$ cat src/rtl/alu_sched_pkg.sv
// Shared types and constants for the alu_sched block: FSM states, ALU
// opcode values and the bit positions of the packed flag vector.
package alu_sched_pkg;

  typedef enum logic [1:0] {
    IDLE = 2'd0,
    EXEC = 2'd1,
    RESP = 2'd2
  } state_e;

  localparam logic [2:0] OP_ADD = 3'b000;
  localparam logic [2:0] OP_SUB = 3'b001;
  localparam logic [2:0] OP_AND = 3'b010;
  localparam logic [2:0] OP_OR  = 3'b011;

  // Flag vector layout is {Zero, Negative, Carry, Overflow}
  localparam int FLAG_Z = 3;
  localparam int FLAG_N = 2;
  localparam int FLAG_C = 1;
  localparam int FLAG_V = 0;

endpackage

$ cat src/rtl/alu8.sv
// 8-bit ALU shared by the scheduler. ADD/SUB/AND/OR; unused opcodes give 0.
// Carry on SUB is the carry-out of a + ~b + 1 (1 means no borrow).
module alu8 (
  input  logic [7:0] a,
  input  logic [7:0] b,
  input  logic [2:0] ALUControl,
  output logic [7:0] Result,
  output logic       Zero,
  output logic       Negative,
  output logic       Carry,
  output logic       Overflow
);

  logic [7:0] b_eff;
  logic [8:0] sum;

  // Shared adder: SUB reuses it with inverted B and a carry-in of one
  always_comb begin
    b_eff    = ALUControl[0] ? ~b : b;
    sum      = {1'b0, a} + {1'b0, b_eff} + {8'd0, ALUControl[0]};
    Result   = 8'd0;
    Carry    = 1'b0;
    Overflow = 1'b0;
    case (ALUControl)
      3'b000, 3'b001: begin
        Result   = sum[7:0];
        Carry    = sum[8];
        Overflow = (a[7] == b_eff[7]) && (sum[7] != a[7]);
      end
      3'b010:  Result = a & b;
      3'b011:  Result = a | b;
      default: Result = 8'd0;
    endcase
    Zero     = (Result == 8'd0);
    Negative = Result[7];
  end

endmodule

$ cat src/rtl/alu_sched_rr_arb2.sv
// Two-way round-robin arbiter. last_grant resets to requester 1 so that
// requester 0 wins the first contention. It only moves on 'advance'.
module rr_arb2 (
  input  logic       clk,
  input  logic       rst_n,
  input  logic [1:0] req,
  input  logic       advance,
  output logic [1:0] grant
);

  logic last_q;
  logic last_d;

  // One-hot grant: a lone requester wins, a tie goes to the other side
  always_comb begin
    grant = 2'b00;
    case (req)
      2'b01:   grant = 2'b01;
      2'b10:   grant = 2'b10;
      2'b11:   grant = last_q ? 2'b01 : 2'b10;
      default: grant = 2'b00;
    endcase
    last_d = advance ? grant[1] : last_q;
  end

  // Remember who was served last
  always_ff @(posedge clk) begin
    if (!rst_n) last_q <= 1'b1;
    else        last_q <= last_d;
  end

endmodule

$ cat src/rtl/alu_sched.sv
// Round-robin scheduler sharing one alu8 between two requesters with a
// single op in flight: IDLE (arbitrate) -> EXEC (ALU) -> RESP (hold result).
// Handshakes: a transfer happens on a cycle where valid and ready are both
// high at the rising edge; ready never depends on the requester's own data.
// Optional: define ALU_SCHED_STATS_EN for saturating per-requester counters.
module alu_sched
  import alu_sched_pkg::*;
#(
  parameter int DATA_W = 8,
  parameter int CNT_W  = 8
) (
  input  logic              clk,
  input  logic              rst_n,
  input  logic              req0_valid,
  output logic              req0_ready,
  input  logic [DATA_W-1:0] req0_a,
  input  logic [DATA_W-1:0] req0_b,
  input  logic [2:0]        req0_op,
  input  logic              req1_valid,
  output logic              req1_ready,
  input  logic [DATA_W-1:0] req1_a,
  input  logic [DATA_W-1:0] req1_b,
  input  logic [2:0]        req1_op,
  output logic              rsp_valid,
  input  logic              rsp_ready,
  output logic              rsp_id,
  output logic [DATA_W-1:0] rsp_result,
  output logic [3:0]        rsp_flags,
  output logic              busy,
  output logic [CNT_W-1:0]  stat_cnt0,
  output logic [CNT_W-1:0]  stat_cnt1
);

  state_e            state_q;
  logic [DATA_W-1:0] a_q, b_q;
  logic [2:0]        op_q;
  logic              id_q;
  logic              rsp_valid_q, rsp_id_q;
  logic [DATA_W-1:0] rsp_result_q;
  logic [3:0]        rsp_flags_q;

  logic [1:0]        grant;
  logic              accept;
  logic [DATA_W-1:0] alu_result;
  logic [3:0]        alu_flags;

  rr_arb2 u_arb (
    .clk     (clk),
    .rst_n   (rst_n),
    .req     ({req1_valid, req0_valid}),
    .advance (accept),
    .grant   (grant)
  );

  alu8 u_alu (
    .a          (a_q),
    .b          (b_q),
    .ALUControl (op_q),
    .Result     (alu_result),
    .Zero       (alu_flags[FLAG_Z]),
    .Negative   (alu_flags[FLAG_N]),
    .Carry      (alu_flags[FLAG_C]),
    .Overflow   (alu_flags[FLAG_V])
  );

  // Requests are only taken while idle; grant is already one-hot or zero
  always_comb begin
    req0_ready = (state_q == IDLE) && grant[0];
    req1_ready = (state_q == IDLE) && grant[1];
    accept     = req0_ready || req1_ready;
  end

  // Scheduler FSM: latch granted op, capture ALU output, hold response
  always_ff @(posedge clk) begin
    if (!rst_n) begin
      state_q      <= IDLE;
      a_q          <= '0;
      b_q          <= '0;
      op_q         <= 3'd0;
      id_q         <= 1'b0;
      rsp_valid_q  <= 1'b0;
      rsp_id_q     <= 1'b0;
      rsp_result_q <= '0;
      rsp_flags_q  <= 4'd0;
    end else begin
      case (state_q)
        IDLE: begin
          if (accept) begin
            a_q     <= grant[1] ? req1_a  : req0_a;
            b_q     <= grant[1] ? req1_b  : req0_b;
            op_q    <= grant[1] ? req1_op : req0_op;
            id_q    <= grant[1];
            state_q <= EXEC;
          end
        end
        EXEC: begin
          rsp_result_q <= alu_result;
          rsp_flags_q  <= alu_flags;
          rsp_id_q     <= id_q;
          rsp_valid_q  <= 1'b1;
          state_q      <= RESP;
        end
        RESP: begin
          if (rsp_ready) begin
            rsp_valid_q <= 1'b0;
            state_q     <= IDLE;
          end
        end
        default: state_q <= IDLE;
      endcase
    end
  end

  assign rsp_valid  = rsp_valid_q;
  assign rsp_id     = rsp_id_q;
  assign rsp_result = rsp_result_q;
  assign rsp_flags  = rsp_flags_q;
  assign busy       = (state_q != IDLE);

`ifdef ALU_SCHED_STATS_EN
  localparam logic [CNT_W-1:0] CNT_ONE = CNT_W'(1);
  logic [CNT_W-1:0] cnt0_q, cnt1_q;
  logic             rsp_hs;

  assign rsp_hs = rsp_valid_q && rsp_ready;

  // Count completed responses per requester, sticking at all-ones
  always_ff @(posedge clk) begin
    if (!rst_n) begin
      cnt0_q <= '0;
      cnt1_q <= '0;
    end else if (rsp_hs) begin
      if (!rsp_id_q && (cnt0_q != '1)) cnt0_q <= cnt0_q + CNT_ONE;
      if (rsp_id_q  && (cnt1_q != '1)) cnt1_q <= cnt1_q + CNT_ONE;
    end
  end

  assign stat_cnt0 = cnt0_q;
  assign stat_cnt1 = cnt1_q;
`else
  assign stat_cnt0 = '0;
  assign stat_cnt1 = '0;
`endif

endmodule

$ cat config.mk
export PLATFORM = sky130hd
export DESIGN_NAME = alu_sched
export DESIGN_NICKNAME = d
export VERILOG_FILES = /design/src/rtl/alu_sched_pkg.sv /design/src/rtl/alu8.sv /design/src/rtl/alu_sched_rr_arb2.sv /design/src/rtl/alu_sched.sv
export SDC_FILE = /design/constraint.sdc
export NUM_CORES = 1
export LEC_CHECK = 0
export BUFFER_PORTS_ARGS = -buffer_cell sky130_fd_sc_hd__buf_2
export CAP_MARGIN = 20
export CORE_MARGIN = 2
export CORE_UTILIZATION = 45
export CTS_CLUSTER_SIZE = 14
export DETAILED_ROUTE_END_ITERATION = 12
export PLACE_DENSITY = 0.72
export REMOVE_ABC_BUFFERS = 1
export SKIP_LAST_GASP = 1
export SLEW_MARGIN = 20
export SYNTH_ARGS = -nofsm -noshare
export SYNTH_HDL_FRONTEND = slang
export SYNTH_SLANG_ARGS = --single-unit
$ cat constraint.sdc
create_clock -name clk -period 7.3 [get_ports clk]
set_clock_uncertainty 0.2 [all_clocks]
set_input_delay 0.365 -clock clk [delete_from_list [all_inputs] [get_ports clk]]
set_output_delay 0.365 -clock clk [all_outputs]
set_load 0.05 [all_outputs]
==> impl_metrics.yaml <==
outcome:
  status: "complete, no violations"
yosys:
  syn-mean-instance-area_um2: 8.53
  syn_inst: 256
  ys_types: 48
  ys_seq_elements: 36
  synth_edf_count: 0
  synth.mux.area_fraction_pct: 9.40
  syn_area_um2: 2180
  synth.largest_area_cell: "dfxtp_1"
  synthXorXnorAreaFrac_pct: 4.41
  synth_top_area_share_pct: 33.0
  synth_top_family_by_area: "compound AO/OA/AOI/OAI gates"
  synthSimpleGateAreaFrac_pct: 16.4
  synth_flop_cell: "dfxtp_1"
  yosysSeqAreaShare_pct: 33.0
  synth_warnings: 0
  async_flop_share_pct: 0
  yosys-top-cells-area: "dfxtp_1 33%, mux2i_1 8.7%, a211oi_1 7.6%"
  synthAdderAreaFrac_pct: 7.22
  synth_compound_area_share_pct: 19.9
sta:
  rsz0062_at_grt: "no"
  timing.final.crit_share_pct: 40.9
  tns_ps: 0
  slew-limit-headroom_pct: 34.5
  worst_slew_pin_slew_ps: 982
  setup_viol: 0
  drv_slew: 0
  fmax_mhz: 335
  hold_violations: 0
  period_minus_slack_ps: 2990
run:
  drv_cap: 0
cts:
  clkLatencyLatePin_ps: 290
  cts_sinks: 36
  post_cts_resize_count: 0
  clockRootBuffer: "clkbuf_8"
  cts_tree: "done"
  cts_made_buffers: 5
  post_cts_buffers: 0
  cts_hold_buffers: 0
  cts_buffer_depth: 2
  htreeDepth: 2
  clk_pin_slew_ps: 70
global_routing:
  grt_pass1_wl_mm: 7.02
  grt.overflow.total: 0
  grt_max_degree: 40
  grtUsageTotal_pct: 16.8
  grt_pass1_vias: 1622
  antenna_found_initial: 0
routing:
  firstDrtPassIters: 6
  first_iter_violations: 112
  viasPerCell: 5.14
  wl_mm: 4.26
  final_antenna_net_count: 0
  vias: 1867
  drcViolationCount: 0
  wl_per_cell_um: 11.7
die:
  dieHeight_um: 73.7
  fp-row-count: 25
  dieArea_um2: 5430
  boundaryPins: 76
  core-area_um2: 4690
  start_util_pct: 46.5
  dieWidth_um: 73.7
cells_and_area:
  antenna_cells: 0
  final_util_pct: 53.8
  layout-drive-gt1-share_pct: 24.9
  fill_cells: 429
  syn_to_final_growth_pct: 15.5
  nNetsFinal: 359
critical_path:
  end_kind: "flop"
  critPathArrivalTime_ps: 2990
  path_max_fanout: 19
  worstSetupPathType: "reg -> reg"
  rr_worst_depth: 8
  start_kind: "flop"
  r2r_setup_slack_ps: 4310
  required_ps: 7300
power:
  switching_share_pct: 41.5
  ir_drop_mv: 0.0946
  p_leak_uw: 0.00117
  clock_power_share_pct: 20.6
  p_int_uw: 411
  p_switching_uw: 292
  comb_power_share_pct: 43.3
  power_per_cell_area_nw_per_um2: 279
  seqPwrFrac_pct: 36.1
place:
  dp_hpwl_mm: 3.16
  port_buffers: 59
  gp_congestion: 0.877
min_path:
  worstHoldPathCells: 3
  hp-class: "in -> reg"
[cell families (layout without fill, tap and decap cells)]
group,count (synthesis),count (layout)
AOI/OAI and AO/OA,64,64
xor gates and xnor gates,11,11
adders and majority gates,13,13
buffers and inverters,34,72
DFF,36,36
muxes,20,20
other,1,16
and+or+nand+nor,77,77
[sequential cells by signal, summed over array words and instances (netlist names)]
signal	flops
a_q	8
b_q	8
id_q	1
op_q	3
rsp_flags	4
rsp_id	1
rsp_result	7
rsp_valid	1
state_q	2
u_arb.last_q	1
[synth_stat cells (all sizes together), types with 2 or more instances]
master / number
dfxtp: 36
nor2: 35
buf: 24
a211oi: 22
mux2i: 19
nand2: 18
a21oi: 15
o21ai: 11
xor2: 9
clkbuf: 7
ha: 7
maj3: 5
nand3: 4
nor2b: 4
a31o: 3
and3: 3
inv: 3
a31oi: 2
nand2b: 2
nor3: 2
xnor2: 2
[cell usage in the layout, fill, tap and decap left out, types with 2 or more instances in the layout]
master,n
a211oi_1,22
a21oi_1,15
a31oi_1,2
and3_1,3
buf_2,59
buf_4,2
clkbuf_8,6
clkinv_2,2
conb_1,16
dfxtp_1,36
ha_1,7
inv_1,3
maj3_1,5
mux2i_1,19
nand2_1,18
nand2b_1,2
nand3_1,4
nor2_1,35
nor2b_1,4
nor3_1,2
o21ai_0,10
xnor2_1,2
xor2_1,9
[cell type report]
class                   count  area (um2)  area share [%]
repair buffers             61         310            12.3
multi-input cells         201        1320            52.3
well taps                  54        67.6            2.68
inverters                   3        11.3           0.446
clock inverters             2        10.0           0.397
clock buffers               6        82.6            3.27
flip-flops and latches     36         721            28.6
[critical path, cell delays in order (launching register included)]
cell	delay, ps
dfxtp_1	790
xor2_1	220
fa_1	480
a211oi_1	350
o21bai_1	130
a21oi_1	240
xnor2_1	140
a22oi_1	100
a211oi_1	250
[per-layer routing]
layer	part of all wire [%]	vias to the layer above	track usage, %
li1	-	982	-
met1	47	806	21.8
met2	45	72	26.4
met3	6.1	7	5.35
met4	1.7	0	5.86
met5	0	-	0
[path summary, 6_finish.rpt]
path,start,to
hold / removal,rsp_ready,state_q[1]
hold reg to reg,rsp_id,rsp_id
setup / recovery,op_q[0],rsp_result[6]
setup reg to reg,op_q[0],rsp_result[6]
[power groups by stage]
stage	Clock [uW]	Sequential, uW	Combinational, uW
after floorplan	0	281	215
after global placement	0	257	296
after detailed placement	0	258	301
after CTS	149	254	304
after global routing	158	258	338
final	145	254	305
[metrics by stage]
stage	instance area [um2]	std cells	total power [uW]	worst slack, ps	hold slack [ps]
4_1_cts	2520	363	707	4310	159
6_report	2520	363	703	4310	160
3_5_place_dp	2430	355	560	4320	245
5_1_grt	2520	363	754	4030	155
3_3_place_gp	2430	355	553	4420	239
2_1_floorplan	2040	240	495	2900	228
Power figures use the tool's default switching activity.
